==> src/rtl/intr_pkg.sv <==
// intr_pkg: shared encodings for the interrupt sequencer.
//   state_t       - sequencer phases (idle, three stack pushes, four vector fetches)
//   vec_kind_t    - interrupt source being serviced
//   *_VEC_LO/HI   - low byte of each vector address
//   SEL_*         - bit positions of the one-hot bus preset select vector
//   preset_onehot - bus preset select for a given phase and source
package intr_pkg;

  typedef enum logic [2:0] {
    ST_IDLE,
    ST_PUSH_PCH,
    ST_PUSH_PCL,
    ST_PUSH_P,
    ST_VLO_ADH,
    ST_VLO_ADL,
    ST_VHI_ADH,
    ST_VHI_ADL
  } state_t;

  typedef enum logic [1:0] {
    VK_RESET,
    VK_NMI,
    VK_IRQ,
    VK_BRK
  } vec_kind_t;

  localparam logic [7:0] STACK_PAGE   = 8'h01;
  localparam logic [7:0] VECTOR_PAGE  = 8'hFF;
  localparam logic [7:0] RESET_VEC_LO = 8'hFC;
  localparam logic [7:0] RESET_VEC_HI = 8'hFD;
  localparam logic [7:0] NMI_VEC_LO   = 8'hFA;
  localparam logic [7:0] NMI_VEC_HI   = 8'hFB;
  localparam logic [7:0] IRQ_VEC_LO   = 8'hFE;
  localparam logic [7:0] IRQ_VEC_HI   = 8'hFF;

  localparam logic [1:0] PUSH_SEL_PCH = 2'd0;
  localparam logic [1:0] PUSH_SEL_PCL = 2'd1;
  localparam logic [1:0] PUSH_SEL_P   = 2'd2;

  // Bit positions inside the 8-bit preset select vector.
  localparam int SEL_01 = 0;
  localparam int SEL_00 = 1;
  localparam int SEL_FA = 2;
  localparam int SEL_FB = 3;
  localparam int SEL_FC = 4;
  localparam int SEL_FD = 5;
  localparam int SEL_FE = 6;
  localparam int SEL_FF = 7;

  // Resolve the preset byte for a phase, then turn it into a one-hot select.
  // IDLE drives no preset at all.
  function automatic logic [7:0] preset_onehot(input state_t s, input vec_kind_t k);
    logic [7:0] pbyte;
    logic       en;
    logic [7:0] oh;
    pbyte = VECTOR_PAGE;
    en    = 1'b1;
    oh    = '0;
    case (s)
      ST_PUSH_PCH, ST_PUSH_PCL, ST_PUSH_P: pbyte = STACK_PAGE;
      ST_VLO_ADH, ST_VHI_ADH:              pbyte = VECTOR_PAGE;
      ST_VLO_ADL: pbyte = (k == VK_RESET) ? RESET_VEC_LO :
                          (k == VK_NMI)   ? NMI_VEC_LO : IRQ_VEC_LO;
      ST_VHI_ADL: pbyte = (k == VK_RESET) ? RESET_VEC_HI :
                          (k == VK_NMI)   ? NMI_VEC_HI : IRQ_VEC_HI;
      default:    en = 1'b0;
    endcase
    if (en) begin
      case (pbyte)
        8'h01:   oh[SEL_01] = 1'b1;
        8'h00:   oh[SEL_00] = 1'b1;
        8'hFA:   oh[SEL_FA] = 1'b1;
        8'hFB:   oh[SEL_FB] = 1'b1;
        8'hFC:   oh[SEL_FC] = 1'b1;
        8'hFD:   oh[SEL_FD] = 1'b1;
        8'hFE:   oh[SEL_FE] = 1'b1;
        8'hFF:   oh[SEL_FF] = 1'b1;
        default: oh = '0;
      endcase
    end
    return oh;
  endfunction

endpackage

==> src/rtl/interrupt_sequencer_nmi_edge_detect.sv <==
// nmi_edge_detect: latches a rising edge of the NMI line until the sequencer
// accepts it.
//   clk, rst - clock, synchronous active-high reset
//   nmi_in   - synchronised NMI line
//   clear    - sequencer has consumed the pending NMI
//   pending  - an NMI edge is waiting to be serviced
module nmi_edge_detect (
  input  logic clk,
  input  logic rst,
  input  logic nmi_in,
  input  logic clear,
  output logic pending
);

  logic r_nmi_prev;
  logic r_nmi_pending;

  // The previous-level register runs every clock so edges are never missed
  // while the bus is stalled. A fresh edge beats a simultaneous clear.
  always_ff @(posedge clk) begin
    if (rst) begin
      r_nmi_prev    <= 1'b0;
      r_nmi_pending <= 1'b0;
    end else begin
      r_nmi_prev <= nmi_in;
      if (nmi_in && !r_nmi_prev)
        r_nmi_pending <= 1'b1;
      else if (clear)
        r_nmi_pending <= 1'b0;
    end
  end

  assign pending = r_nmi_pending;

endmodule

==> src/rtl/interrupt_sequencer.sv <==
// interrupt_sequencer: arbitrates reset/NMI/BRK/IRQ and walks the stack-push
// and vector-fetch phases, driving one bus preset select per phase.
//   clk, rst           - clock, synchronous active-high reset
//   ready              - bus may advance; low holds all state and outputs
//   nmi_in, irq_in     - interrupt lines (NMI edge, IRQ level)
//   brk_req, i_flag    - BRK executed by decoder; processor I flag (masks IRQ)
//   set_FF..set_01     - one-hot bus preset selects
//   push_we, push_sel  - stack write strobe and byte select (PCH/PCL/P)
//   b_flag             - B bit for the pushed P
//   vec_kind           - source being serviced
//   busy, set_i, done  - sequence active; one-cycle completion pulses
module interrupt_sequencer
  import intr_pkg::*;
(
  input  logic       clk,
  input  logic       rst,
  input  logic       ready,
  input  logic       nmi_in,
  input  logic       irq_in,
  input  logic       brk_req,
  input  logic       i_flag,
  output logic       set_FF,
  output logic       set_FE,
  output logic       set_FD,
  output logic       set_FC,
  output logic       set_FB,
  output logic       set_FA,
  output logic       set_00,
  output logic       set_01,
  output logic       push_we,
  output logic [1:0] push_sel,
  output logic       b_flag,
  output logic [1:0] vec_kind,
  output logic       busy,
  output logic       set_i,
  output logic       done
);

  state_t     r_state;
  vec_kind_t  r_vec_kind;
  logic       r_reset_pending;
  logic [7:0] r_sel;
  logic       r_push_we;
  logic [1:0] r_push_sel;
  logic       r_b_flag;
  logic       r_busy;
  logic       r_done;
  logic       r_set_i;

  logic       w_nmi_pending;
  logic       w_nmi_clear;
  logic       w_reset_clear;
  logic       w_finish;
  state_t     w_state_next;
  vec_kind_t  w_kind_next;
  logic [7:0] w_sel_next;
  logic       w_push_we_next;
  logic [1:0] w_push_sel_next;
  logic       w_b_flag_next;

  nmi_edge_detect u_nmi_edge_detect (
    .clk     (clk),
    .rst     (rst),
    .nmi_in  (nmi_in),
    .clear   (w_nmi_clear),
    .pending (w_nmi_pending)
  );

  always_comb begin
    w_state_next  = r_state;
    w_kind_next   = r_vec_kind;
    w_nmi_clear   = 1'b0;
    w_reset_clear = 1'b0;
    w_finish      = 1'b0;
    if (ready) begin
      case (r_state)
        ST_IDLE: begin
          if (r_reset_pending) begin
            // Reset has no return context, so it skips the pushes.
            w_state_next  = ST_VLO_ADH;
            w_kind_next   = VK_RESET;
            w_reset_clear = 1'b1;
          end else if (w_nmi_pending) begin
            w_state_next = ST_PUSH_PCH;
            w_kind_next  = VK_NMI;
            w_nmi_clear  = 1'b1;
          end else if (brk_req) begin
            w_state_next = ST_PUSH_PCH;
            w_kind_next  = VK_BRK;
          end else if (irq_in && !i_flag) begin
            w_state_next = ST_PUSH_PCH;
            w_kind_next  = VK_IRQ;
          end
        end
        ST_PUSH_PCH: w_state_next = ST_PUSH_PCL;
        ST_PUSH_PCL: w_state_next = ST_PUSH_P;
        ST_PUSH_P: begin
          w_state_next = ST_VLO_ADH;
          // A late NMI steals the vector of an IRQ/BRK whose context is
          // already on the stack; the pushed B bit stays as it was.
          if ((r_vec_kind == VK_IRQ || r_vec_kind == VK_BRK) && w_nmi_pending) begin
            w_kind_next = VK_NMI;
            w_nmi_clear = 1'b1;
          end
        end
        ST_VLO_ADH: w_state_next = ST_VLO_ADL;
        ST_VLO_ADL: w_state_next = ST_VHI_ADH;
        ST_VHI_ADH: w_state_next = ST_VHI_ADL;
        ST_VHI_ADL: begin
          w_state_next = ST_IDLE;
          w_finish     = 1'b1;
        end
        default: w_state_next = ST_IDLE;
      endcase
    end
  end

  // Outputs are decoded from the next state and registered with it, so they
  // are a clean Moore function of the visible state and hold while ready=0.
  always_comb begin
    w_sel_next      = preset_onehot(w_state_next, w_kind_next);
    w_push_we_next  = 1'b0;
    w_push_sel_next = PUSH_SEL_PCH;
    w_b_flag_next   = 1'b0;
    case (w_state_next)
      ST_PUSH_PCH: w_push_we_next = 1'b1;
      ST_PUSH_PCL: begin
        w_push_we_next  = 1'b1;
        w_push_sel_next = PUSH_SEL_PCL;
      end
      ST_PUSH_P: begin
        w_push_we_next  = 1'b1;
        w_push_sel_next = PUSH_SEL_P;
        w_b_flag_next   = (w_kind_next == VK_BRK);
      end
      default: w_push_we_next = 1'b0;
    endcase
  end

  always_ff @(posedge clk) begin
    if (rst) begin
      r_state         <= ST_IDLE;
      r_vec_kind      <= VK_RESET;
      r_reset_pending <= 1'b1;
      r_sel           <= '0;
      r_push_we       <= 1'b0;
      r_push_sel      <= PUSH_SEL_PCH;
      r_b_flag        <= 1'b0;
      r_busy          <= 1'b0;
      r_done          <= 1'b0;
      r_set_i         <= 1'b0;
    end else begin
      r_state    <= w_state_next;
      r_vec_kind <= w_kind_next;
      if (w_reset_clear)
        r_reset_pending <= 1'b0;
      r_sel      <= w_sel_next;
      r_push_we  <= w_push_we_next;
      r_push_sel <= w_push_sel_next;
      r_b_flag   <= w_b_flag_next;
      r_busy     <= (w_state_next != ST_IDLE);
      // Completion pulses last exactly one clock even if ready drops.
      r_done     <= w_finish;
      r_set_i    <= w_finish;
    end
  end

  assign set_FF   = r_sel[SEL_FF];
  assign set_FE   = r_sel[SEL_FE];
  assign set_FD   = r_sel[SEL_FD];
  assign set_FC   = r_sel[SEL_FC];
  assign set_FB   = r_sel[SEL_FB];
  assign set_FA   = r_sel[SEL_FA];
  assign set_00   = r_sel[SEL_00];
  assign set_01   = r_sel[SEL_01];
  assign push_we  = r_push_we;
  assign push_sel = r_push_sel;
  assign b_flag   = r_b_flag;
  assign vec_kind = r_vec_kind;
  assign busy     = r_busy;
  assign set_i    = r_set_i;
  assign done     = r_done;

endmodule

==> config.mk <==
export PLATFORM = sky130hd
export DESIGN_NAME = interrupt_sequencer
export DESIGN_NICKNAME = d
export VERILOG_FILES = /design/src/rtl/intr_pkg.sv /design/src/rtl/interrupt_sequencer_nmi_edge_detect.sv /design/src/rtl/interrupt_sequencer.sv
export SDC_FILE = /design/constraint.sdc
export NUM_CORES = 1
export LEC_CHECK = 0
export CAP_MARGIN = 20
export CORE_MARGIN = 10
export CORE_UTILIZATION = 43
export CTS_BUF_LIST = sky130_fd_sc_hd__clkbuf_8 sky130_fd_sc_hd__clkbuf_16
export DETAILED_ROUTE_END_ITERATION = 7
export GPL_ROUTABILITY_DRIVEN = 0
export PLACE_DENSITY = 0.73
export SLEW_MARGIN = 20
export SYNTH_ARGS = -nofsm -noshare
export SYNTH_HDL_FRONTEND = slang
export SYNTH_HIERARCHICAL = 1
export SYNTH_SLANG_ARGS = --single-unit
==> constraint.sdc <==
create_clock -name clk -period 1.7 [get_ports clk]
set_input_delay 0.34 -clock clk [delete_from_list [all_inputs] [get_ports clk]]
set_output_delay 0.34 -clock clk [all_outputs]
set_load 0.005 [all_outputs]
==> results.txt, run 1 <==
The run finished, with violations left. The final reports fail on setup timing. The initial standard-cell utilization of the core is 0.455. Of the total power, registers draw 0.404.

In this run, the number of DRC markers left after iteration 0 of detailed routing was 17. In this run the count of I/O pins placed on the die edge is 24. In this run the remaining antenna-violating nets after routing total 0. The max-capacitance violation count is 0. Setup repair after global routing could not meet its margin everywhere. The die covers roughly 4700 um2.

The global-route congestion overflow total is 0. The first-pass GRT wire length is between 4 and 5 mm. The clock tree from TritonCTS is yes. The post-synth net total came out at 116. The wire length per cell is roughly 15 um.

The clock root buffer is clkbuf_8. The post-synthesis average cell area is roughly 9.6 um2. The post-detailed-placement cell area is roughly 1400 um2. The worst setup path is captured at a flip-flop. In this run the worst setup path terminates at r_sel[4]$_SDFF_PP0_. Data on the critical path arrives at its endpoint at 2.00 ns. For this design, the CTS-stage hold fixing added 0 buffers. The required time at the worst-slack endpoint is about 1.9 ns. The detail-routed via count per cell came out at about 5.2. The global-route usage over all layers is 0.111. Dividing total power by cell area gives a power density of approximately 860 nW/um2. Fill cells in the final layout number roughly 150. The residual DRC count is 0. The reg-to-reg setup timing slack is -0.13 ns. The flip-flop and latch count after synthesis is 22. The part of the power in combinational logic came out at 0.262.

The count of nets after finishing is around 160. In the final layout, the share of cells above drive strength 1 is 0.411. The total count of hold-check failures in the final report is 0. The H-tree level count came out at 1. The critical register-to-register path endpoint is r_sel[4]$_SDFF_PP0_. The beginning of the critical path is r_state[1]$_SDFF_PP0_. The final wirelength is approximately 2.8 mm.

Counting I/O delays and the setup requirement, the final critical path takes 1.83 ns. The number of global-route vias before repair is between 900 and 1000. The maximum operating frequency is 546 MHz. Sorting the synthesized cells by area gives the leading types as dfxtp_1 (44%), ha_1 (5.0%), a21oi_1 (3.0%).

Along the worst path, the maximum fanout reaches 4. The count of cells along the worst register-to-register path came out at 7. The routed layout has 932 vias.

The count of warnings emitted by yosys is 6. In the synthesized netlist the dominant register cell turns out to be dfxtp_1. For this run, the detailed router's first-pass iteration total came to 4. The path class of the lowest-slack min-delay path is reg -> reg. The fraction of the cycle the final worst path needs is 1.08. The placed wire-length estimate after detailed placement is 1.80 mm. The initial antenna violation count is 0. Entering global routing, the biggest net connects 14 pins. VDD sags by at most between 0.0008 and 0.0009 V.

The count of distinct cell types in the synthesized netlist is between 40 and 50. Once layout is done, the placed cells without fillers occupy 1670 um2. The CTS buffer count came out at 3. Across the routed clock network, the largest skew measured is between 0.004 and 0.005 ns. The worst setup path is launched from a flip-flop. In this run the power spent charging and discharging nets is ~0.00037 W. The buffer depth of the longest clock path is 2. The clock sink count came out at 22. The proportion of total power due to net switching came out at 0.257. The final critical-path setup slack came out at -0.130 ns.

The biggest area contributor in the post-synthesis netlist is dfxtp_1. The number of port buffers came out at 23. The clock power share came out at 0.334.

The clock input transition at the sequential cells of the worst setup and hold paths came out at roughly 0.08 ns. The internal power is around 0.0011 W. The overall die width came out at 68.4 um. The leakage power summed over all cells came out at between 0.6 and 0.7 nW. The summed instance area of the synthesized netlist is just over 1000 um2.

The share of synthesized area in the top cell type comes to 0.438. The core area is ~2200 um2. The floorplan has 17 rows. The worst setup timing slack at the placement stage came out at -0.283 ns.

The most repeated cell in the gate-level netlist after synthesis is dfxtp_1. The post-route total power came out at roughly 0.0014 W. The share of synthesized area occupied by flip-flops and latches came out at 0.438. The commonest cells after synthesis are dfxtp_1 (22), nor2_1 (8), a21oi_1 (6).

The area growth from synthesis to final layout came out at 65.9%. By startpoint and endpoint, the worst setup path is classified as reg -> reg. The number of pins with negative max-slew slack in the final report came out at 0.

In the synthesized netlist the async set-or-reset flop fraction comes to 0. The die is between 60 and 70 um tall. Counting flops with a built-in enable in the synthesized netlist gives 0. The worst register-to-register path begins at r_state[1]$_SDFF_PP0_. The final antenna diode count came out at 0. The latest clock arrival within the worst-skew pair came out at about 0.26 ns. Setup violations remaining at the end of the flow were counted as 7. The instance count of the mapped netlist is between 100 and 150.

For the final routed database, the setup TNS stands at -0.447 ns.
[cells in the final DEF, fill, tap and decap left out, types with 2 or more instances in the layout]
cell type         n
clkbuf_8          3
dfxtp_4           2
nand3b_1          3
nor4b_2           2
nor3_4            2
o21ai_1           3
o21ai_0           2
inv_2             2
inv_1             2
and2b_1           2
ha_4              4
buf_4            20
nor2_1            6
nor2b_1           3
nor3_1            2
a21oi_2           3
clkdlybuf4s50_1  22
dfxtp_1          19
a21oi_1           4
and3_4            2
buf_6             2
nor3b_1           3
nand2b_1          3
nand2_1           4
nor3_2            3
nor4_2            3
[through the flow]
stage | hold slack (ns) | cells | util
detailed placement | 0.497 | 168 | 0.617
CTS | 0.510 | 175 | 0.706
floorplan | 0.402 | 105 | -
finish | 0.511 | 179 | 0.755
global route | 0.527 | 179 | 0.755
global placement | 0.498 | 168 | 0.617
[how the worst min path moves through the flow]
| stage | start | endpoint | slack (ns) | cells after the start |
|---|---|---|---|---|
| CTS | u_nmi_edge_detect/r_nmi_prev$_SDFF_PP0_ | u_nmi_edge_detect/pending$_SDFFE_PP0P_ | 0.51 | 2 |
| global placement | u_nmi_edge_detect/r_nmi_prev$_SDFF_PP0_ | u_nmi_edge_detect/pending$_SDFFE_PP0P_ | 0.50 | 2 |
| floorplan | rst | u_nmi_edge_detect/pending$_SDFFE_PP0P_ | 0.40 | 1 |
| finish | u_nmi_edge_detect/r_nmi_prev$_SDFF_PP0_ | u_nmi_edge_detect/pending$_SDFFE_PP0P_ | 0.51 | 2 |
| detailed placement | u_nmi_edge_detect/r_nmi_prev$_SDFF_PP0_ | u_nmi_edge_detect/pending$_SDFFE_PP0P_ | 0.50 | 2 |
| global route | u_nmi_edge_detect/r_nmi_prev$_SDFF_PP0_ | u_nmi_edge_detect/pending$_SDFFE_PP0P_ | 0.53 | 2 |
[power groups by stage]
stage	clock, W	combinational (W)	sequential [W]
global route	0.000502	0.000403	0.000587
floorplan	0	0.000155	0.000581
detailed placement	0	0.000276	0.000583
finish	0.000480	0.000377	0.000582
global placement	0	0.000270	0.000583
CTS	0.000486	0.000331	0.000576
[kinds of logic (layout without fill, tap and decap cells)]
group	count (synthesis)	after routing	share of synthesized area
fa+ha+maj	4	4	0.0498
simple gates	51	51	0.341
other cells	1	1	0.00373
flops	22	22	0.438
compound gates	19	19	0.131
buf+inv	8	54	0.0373
[layout make-up]
type	count	area, um2	area share
Inverter	5	21.3	0.0127
Multi-Input combinational cell	75	687	0.412
Clock inverter	1	30.0	0.0180
Sequential cell	22	449	0.269
Clock buffer	3	41.3	0.0247
Timing Repair Buffer	45	405	0.243
Tap cell	28	35.0	0.0210
[layer usage]
layer / share of wire / GRT usage / vias to the layer above
li1: - / - / 468
met1: 0.43 / 0.122 / 438
met3: 0.059 / 0.0343 / 2
met2: 0.50 / 0.197 / 24
met4: 0.0069 / 0.0377 / 0
met5: 0 / 0 / -
[flip-flops by register name (all words and copies together), names as in the netlist]
register / count
r_sel: 8
r_state: 3
push_sel: 2
vec_kind: 2
b_flag: 1
busy: 1
push_we: 1
r_reset_pending: 1
set_i: 1
u_nmi_edge_detect/pending: 1
u_nmi_edge_detect/r_nmi_prev: 1
[worst max-delay path: stages (launching register included)]
cell and delay [ns]:
dfxtp_4 0.37, buf_6 0.13, ha_4 0.17, nor4b_2 0.26, o21ai_1 0.12, and3_4 0.18, nand3b_1 0.29, nor4_2 0.22
[repair_timing]
| item | CTS | global route |
|---|---|---|
| endpoints found under the setup margin | 14 | 12 |
| pin swaps | 10 | 6 |
| buffers inserted | 4 | 4 |
| resized for setup | 22 | 19 |
No activity file was read; power rests on OpenSTA's default activity.
==> run 2: changes to the inputs <==
--- a/config.mk
+++ b/config.mk
@@ -7,11 +7,11 @@
 export LEC_CHECK = 0
 export CAP_MARGIN = 20
 export CORE_MARGIN = 10
-export CORE_UTILIZATION = 43
+export CORE_UTILIZATION = 41
 export CTS_BUF_LIST = sky130_fd_sc_hd__clkbuf_8 sky130_fd_sc_hd__clkbuf_16
 export DETAILED_ROUTE_END_ITERATION = 7
 export GPL_ROUTABILITY_DRIVEN = 0
-export PLACE_DENSITY = 0.73
+export PLACE_DENSITY = 0.71
 export SLEW_MARGIN = 20
 export SYNTH_ARGS = -nofsm -noshare
 export SYNTH_HDL_FRONTEND = slang
==> results.txt, run 2 (synthesis gave the netlist of run 1 again) <==
The flow ran to the end, but the final reports show violations. The final reports fail on setup timing. The number of placement rows is 17. The longest individual stage delay on the worst path came out at between 0.3 and 0.4 ns.

The global-route usage over all layers came out at 0.108. The critical path is of the reg -> reg type. The number of cells on the worst hold path came out at 2.

Setup violations remaining at the end of the flow were counted as 5. From synthesis to final layout, the design area changed by 61.1%. Wire segments on met3 add up to 221 um in the final route.

Clock-pin slew was measured on the worst setup and hold paths at about 0.080 ns. STA classifies the critical path startpoint as a flip-flop. The die outline area came out at 4840 um2. The register containing the most flip-flops in the final layout is r_sel.

After routing the design area is ~1600 um2. Input and output buffers added on the ports amount to 23. The detailed router finished its first iteration with 17 violations. The final total negative setup slack is -0.207 ns. The initial utilization of the core area, before any placement, comes to 0.442.

The ratio of total power to cell area is about 810 nW/um2. In the post-route analysis, the smallest setup slack over all paths is -0.0608 ns. The total count of hold-check failures in the final report is 0. The clock root buffer is clkbuf_8.

The category of the worst setup path capture point is a flip-flop. The overall die width came out at between 60 and 70 um. The residual DRC count came out at 0.

The detail-routed via count per cell came out at 5.51. The flip-flop count of the largest register, all copies and words added is 8. The max-capacitance violation count came out at 0. The arrival time at the worst endpoint is about 1.9 ns. The reg-to-reg setup timing slack is -0.06 ns. The initial antenna violation count came to 0. The worst hold path belongs to the class reg -> reg. The post-detailed-placement cell area is about 1300 um2.

The number of hold buffers added after CTS was 0. The routed via count came out at 975. TritonCTS built the clock tree. Setup repair after global routing could not meet its margin everywhere. The startpoint of the worst hold path is u_nmi_edge_detect/r_nmi_prev$_SDFF_PP0_. The number of pins with negative max-slew slack in the final report is 0. The worst setup skew after layout came out at roughly 0.0036 ns.

The area taken by flip-flops and latches came out at ~450 um2. The die height came out at between 60 and 70 um. In this run the top signal layer used is met4. CTS built an H-tree with a depth of 1. The largest fanout on the critical path came out at 5. The worst-case vdd ir drop came out at about 0.00099 V. The detailed-routing wirelength on met1 came out at about 1.2 mm. The number of global-route vias before repair is 972. The global-route congestion overflow total came out at 0. The worst hold slack is around 0.52 ns. Counting cells, the worst reg-to-reg path comes to 7. Grouping stages by cell kind, the critical path spends the most delay in simple AND/OR/NAND/NOR gates. The leakage power summed over all cells is slightly above 0.6 nW. The required time at the worst-slack endpoint came out at 1.88 ns. The wire length per cell is about 16 um. The largest net degree at the start of global routing is 13. The first-pass GRT wire length is approximately 4.5 mm. The clock sink count is 22. The number of clock buffers added by TritonCTS is 3.

The total I/O pin count is 24. In the layout the commonest cells are clkdlybuf4s50_1 (22), dfxtp_1 (19), buf_4 (19). The count of nets after finishing came out at ~160. The fraction of final layout cells sized beyond drive strength 1 came out at 0.389. The maximum operating frequency is roughly 570 MHz. The final wirelength came out at around 2.9 mm.

The final antenna diode count is 0. Walking the worst path, the cells encountered are buf_6, ha_4, nor4b_2, o21ai_1, and3_4, nand3b_1, nor4_2. The core area is 2280 um2. The slowest stage of the critical path belongs to the cell dfxtp_4. The routed length on met2 came out at ~1.4 mm. The startpoint identified for the worst register-to-register timing path is r_state[1]$_SDFF_PP0_. The first detailed-routing pass ran for 4 iterations. The post-route total power is ~0.0013 W.

The placed wire-length estimate after detailed placement is ~1.9 mm. The commonest non-fill, non-tap cell in the layout is clkdlybuf4s50_1. The count of fill cells added during filler insertion is 160. The endpoint identified for the worst register-to-register timing path is r_sel[4]$_SDFF_PP0_. The area of combinational cells with multiple inputs is between 600 and 700 um2. The count of nets left with antenna violations once routing finished came out at 0. The worst setup timing slack at the placement stage is -0.340 ns. The minimum period implied by the final worst setup slack came out at roughly 1.8 ns. The fraction of the cycle the final worst path needs came out at 1.04.

In the final layout, the registers with the most flip-flops are r_sel: 8 flops, r_state: 3 flops. Counting both buffers and inverters, the worst setup path holds a total of 1. The clock reaches the later pin of the worst-skew pair after 0.26 ns. The worst hold path terminates at u_nmi_edge_detect/pending$_SDFFE_PP0P_.

The buffer depth of the longest clock path is 2.
[run 2: per-stage QoR]
step | util | instances
final | 0.712 | 177
after global routing | 0.712 | 177
after CTS | 0.659 | 171
after detailed placement | 0.587 | 164
after global placement | 0.587 | 164
after floorplan | - | 105
[run 2: cell type report]
class	count	area share
clock buffer	4	0.0340
timing repair buffer	43	0.239
sequential	22	0.277
tap	28	0.0216
multi-input combinational	75	0.414
inverter	5	0.0147
[run 2: timing repair]
action                     CTS  global route
hold endpoints to repair     0             0
pin swaps                    9            14
setup endpoints to repair   15            12
setup buffers                3             6
gates resized for setup     23            16
cloned                       0             0
[run 2: metal layers]
metal  GRT usage  vias to the layer above
met1       0.115                      477
li1            -                      462
met4      0.0200                        0
met2       0.188                       32
met5           0                        -
met3      0.0528                        4
[run 2: how the worst max path moves through the flow]
stage | from | to | slack, ns | cells past startpoint
floorplan | r_state[0]$_SDFF_PP0_ | r_sel[4]$_SDFF_PP0_ | 0.02 | 8
global placement | ready | r_sel[4]$_SDFF_PP0_ | -0.25 | 6
detailed placement | ready | r_sel[4]$_SDFF_PP0_ | -0.34 | 6
CTS | r_state[1]$_SDFF_PP0_ | r_sel[4]$_SDFF_PP0_ | -0.02 | 7
global route | r_state[1]$_SDFF_PP0_ | r_sel[5]$_SDFF_PP0_ | -0.16 | 7
finish | r_state[1]$_SDFF_PP0_ | r_sel[4]$_SDFF_PP0_ | -0.06 | 7
[run 2: report_power, final]
group          leakage [nW]  switching, W  internal (W)
clock network        0.0288      0.000165      0.000207
registers             0.182     0.0000370      0.000547
logic                 0.413      0.000164      0.000200
total                 0.623      0.000366      0.000953
[run 2: worst reg2reg max path: cells and delay by family, from the launching register on]
family                   cells  cell delay, ns
buffers and inverters        1            0.13
AO/OA/AOI/OAI                1            0.10
flip-flops                   1            0.37
adder cells (fa/ha/maj)      1            0.18
AND/OR/NAND/NOR              4            0.90
